## config.mk

```make
export PLATFORM = sky130hd
export DESIGN_NAME = gate_bist_misr
export DESIGN_NICKNAME = d
export VERILOG_FILES = /design/src/rtl/gate_bist_pkg.sv /design/src/rtl/gate_bist_misr.sv
export SDC_FILE = /design/constraint.sdc
export NUM_CORES = 1
export LEC_CHECK = 0
export BUFFER_PORTS_ARGS = -buffer_cell sky130_fd_sc_hd__clkbuf_2
export CORE_MARGIN = 2
export CORE_UTILIZATION = 35
export CTS_CLUSTER_SIZE = 8
export DETAILED_ROUTE_END_ITERATION = 6
export GPL_ROUTABILITY_DRIVEN = 0
export SYNTH_ARGS = -nofsm -noshare
export SYNTH_HDL_FRONTEND = slang
export SYNTH_SLANG_ARGS = --single-unit
```

## constraint.sdc

```tcl
create_clock -name clk_i -period 3.2 [get_ports clk_i]
set_input_delay 0.16 -clock clk_i [delete_from_list [all_inputs] [get_ports clk_i]]
set_output_delay 0.16 -clock clk_i [all_outputs]
set_load 0.005 [all_outputs]
```

## src/rtl/gate_bist_pkg.sv

```systemverilog
// gate_bist_pkg: shared types, MISR seed and reference gate function for the gate BIST checker.
package gate_bist_pkg;
  typedef enum logic [1:0] {OP_AND, OP_OR, OP_XOR} op_e;
  typedef enum logic [1:0] {IDLE, RUN, DONE} state_e;
  localparam logic [63:0] MISR_SEED = '1;
  function automatic logic [63:0] ref_op(op_e op, logic [63:0] a, logic [63:0] b);
    return (op == OP_OR) ? (a | b) : (op == OP_XOR) ? (a ^ b) : (a & b);
  endfunction
endpackage

```

## src/rtl/gate_bist_misr.sv

```systemverilog
// gate_bist_misr: multiple-input signature register, seeded to all ones on clear.
module gate_bist_misr
  import gate_bist_pkg::*;
#(
  parameter int               WIDTH     = 32,
  parameter logic [WIDTH-1:0] MISR_POLY = WIDTH'(32'h04C11DB7)
) (
  input  logic             clk_i,
  input  logic             resetn_i,
  input  logic             clr_i,
  input  logic             en_i,
  input  logic [WIDTH-1:0] data_i,
  output logic [WIDTH-1:0] sig_o
);
  logic [WIDTH-1:0] r_sig;
  always_ff @(posedge clk_i or negedge resetn_i)
    if (!resetn_i) r_sig <= '0;
    else if (clr_i) r_sig <= MISR_SEED[WIDTH-1:0];
    else if (en_i) r_sig <= {r_sig[WIDTH-2:0], 1'b0} ^ (r_sig[WIDTH-1] ? MISR_POLY : '0) ^ data_i;
  assign sig_o = r_sig;
endmodule

```

==> metrics.md <==
| Metric | Value |
|---|---|
| Sequential power share | `0.457` |
| Failing checks | `hold timing` |
| Final period util | `0.5581` |
| Remaining DRCs | `0` |
| Unrepaired setup endpoints after global routing | `false` |
| I/O Buffers | `67` |
| Worst-case vdd ir drop | `235.2 uV` |
| Hold Slack | `-33.44 ps` |
| Combinational power share | `0.240` |
| Achievable Freq | `0.5599 GHz` |
| First-pass GRT wire length | `6.375 mm` |
| Outcome | `finished, violations left` |
| Hold Fails Final Rpt | `32` |
| Internal power | `0.7792 mW` |
| Placed inst area | `0.002211 sq mm` |
| Synth top area share | `0.4357` |
| Sw frac | `0.2579` |
| Number of global-route vias before repair | `1304` |
| Critical path arrival | `1950 ps` |
| Post-synth top cells | `a211o_1 (32), dfrtp_1 (32), nor2b_1 (28), xor2_1 (19), xor3_1 (8)` |
| Placeable Area | `0.005075 sq mm` |
| Pwr Total | `1.050 mW` |
| Row Count | `26` |
| Post-route ant nets | `0` |
| Longest Clk Path Bufs | `2` |
| Worst slew margin | `0.4498` |
| Post-Route WL | `3.712 mm` |
| Max FFs per register | `32` |
| Top cell type by total area after synthesis | `dfrtp_1` |
| Fill cells | `493` |
| Final std cells w/o fill | `274` |
| Die W | `76.47 um` |
| Worst setup EP type | `flop` |
| Clock Tree Root | `clkbuf_8` |
| Via count | `1288` |
| Clock group share of total power | `0.303` |
| CTS Sinks | `32` |
| Area Overhead vs Synth | `25.19%` |
| First DRT Iteration DRCs | `89` |
| Htree depth | `2` |
| Initial antenna violation count | `0` |
| IO Count | `68` |
| Drt wl/cell | `13.55 um` |
| TritonCTS clock tree | `built` |
| Cts hold-fix bufs | `0` |
| GRT overflow | `0` |
| TritonCTS buffer count | `5` |
| Nets | `239` |
| DP Worst Slack | `1388 ps` |
| Final setup vio count | `0` |
| Die Height | `76.47 um` |
| Post-CTS resize count | `0` |
| Layout Utilization | `0.4534` |
| Kind of critical path | `flop to flop` |
| Global Route Usage Sum | `0.1373` |
| Worst-path clk slew | `60 ps` |
| Mapped Area | `0.001838 sq mm` |
| Yosys cell types | `11` |
| Skew-Pair Late Insertion Delay | `280 ps` |
| N_diodes | `0` |
| Postcts setup bufs | `0` |
| Startpoint Class | `flop` |
| Largest net degree at the start of global routing | `43` |
| Fin. max-slew vios | `0` |
| Placed cells | `266` |
| Number of flops mapped to enable cells by yosys | `0` |
| Sw power | `0.2708 mW` |
| Vias/cell | `4.701` |
| Min Tclk post-route | `1786 ps` |
| DP HPWL | `2.456 mm` |
| Initial Utilization | `0.3622` |
| Seq cells post-synth | `32` |
| Max Cap Violations | `0` |
| PnR worst setup slack | `1414 ps` |
| Async SR Flop Fraction | `1.000` |
| Main synth FF type | `dfrtp_1` |
| Net Count, Synth | `175` |
| Pwr dens | `456.3 mW/mm^2` |
| Final Instance Area | `0.002301 sq mm` |
| Synth area leaders | `dfrtp_1 (44%), a211o_1 (15%), xor3_1 (10%)` |
| Leakage power | `1.147 nW` |
| Worst Clk Skew | `6.716 ps` |
| Worst-path fanout max | `16` |
| TritonRoute pass-1 iters | `6` |
| Worst slew pin tran | `825.3 ps` |
| Synth Warn # | `0` |
| Register area share after synthesis | `0.4357` |
| Synthesized instance count | `139` |
| Synthesized area per cell | `13.22 sq um` |
| WP data required | `3370 ps` |
| Die area | `0.005847 sq mm` |
| HP Class | `input port to async pin` |
| Layout cells sized above 1 | `0.3873` |
| Setup TNS | `0 ps` |
kinds of logic (layout without fill, tap and decap cells):
| kind of cell | Yosys count | count (layout) | share of synthesized area |
|---|---|---|---|
| flip-flops | 32 | 32 | 0.4357 |
| AO/OA/AOI/OAI | 32 | 32 | 0.1525 |
| buffers and inverters | 11 | 76 | 0.03132 |
| AND/OR/NAND/NOR | 32 | 32 | 0.1116 |
| XOR/XNOR | 32 | 32 | 0.2689 |
per-layer routing:
layer | track usage | vias up | wire [um]
li1 | - | 613 | -
met1 | 0.1948 | 608 | 1830
met2 | 0.2027 | 59 | 1551
met3 | 0.03910 | 8 | 279
met4 | 0.04364 | 0 | 51
met5 | 0 | - | 0
path summary, 6_finish.rpt:
check | start | endpoint | slack (ps) | depth (start not counted)
min in group clk_i | data_i[5] | sig_o[5] | 240 | 3
min | resetn_i | sig_o[21] | -30 | 1
min reg2reg | sig_o[26] | sig_o[26] | 630 | 2
max in group asynchronous | resetn_i | sig_o[3] | 2720 | 1
max reg2reg | sig_o[31] | sig_o[1] | 1410 | 2
max | sig_o[31] | sig_o[1] | 1410 | 2
critical path, cell delays in order (launching register included):
cell and delay (ps):
dfrtp_1 750, xor3_4 620, a211o_1 300
final cells by class:
| type | count | area, sq um | area share |
|---|---|---|---|
| clock buffers | 8 | 90.09 | 0.03915 |
| well taps | 70 | 87.58 | 0.03806 |
| multi-input cells | 96 | 979.7 | 0.4258 |
| repair buffers | 68 | 342.8 | 0.1490 |
| flip-flops and latches | 32 | 800.8 | 0.3480 |
placed cells by master, fill, tap and decap left out:
cell type,n
a211o_1,32
and2b_1,4
buf_4,1
clkbuf_1,2
clkbuf_2,67
clkbuf_8,6
dfrtp_1,32
nor2b_1,28
xor2_1,19
xor3_1,8
xor3_4,5
power groups by stage:
stage	Sequential (mW)	Combinational, mW	Clock, mW
detailed placement	0.488	0.255	0
global placement	0.488	0.253	0
floorplan	0.482	0.171	0
CTS	0.480	0.257	0.331
finish	0.480	0.252	0.318
global route	0.486	0.279	0.346
No activity file was read; power rests on OpenSTA's default activity.
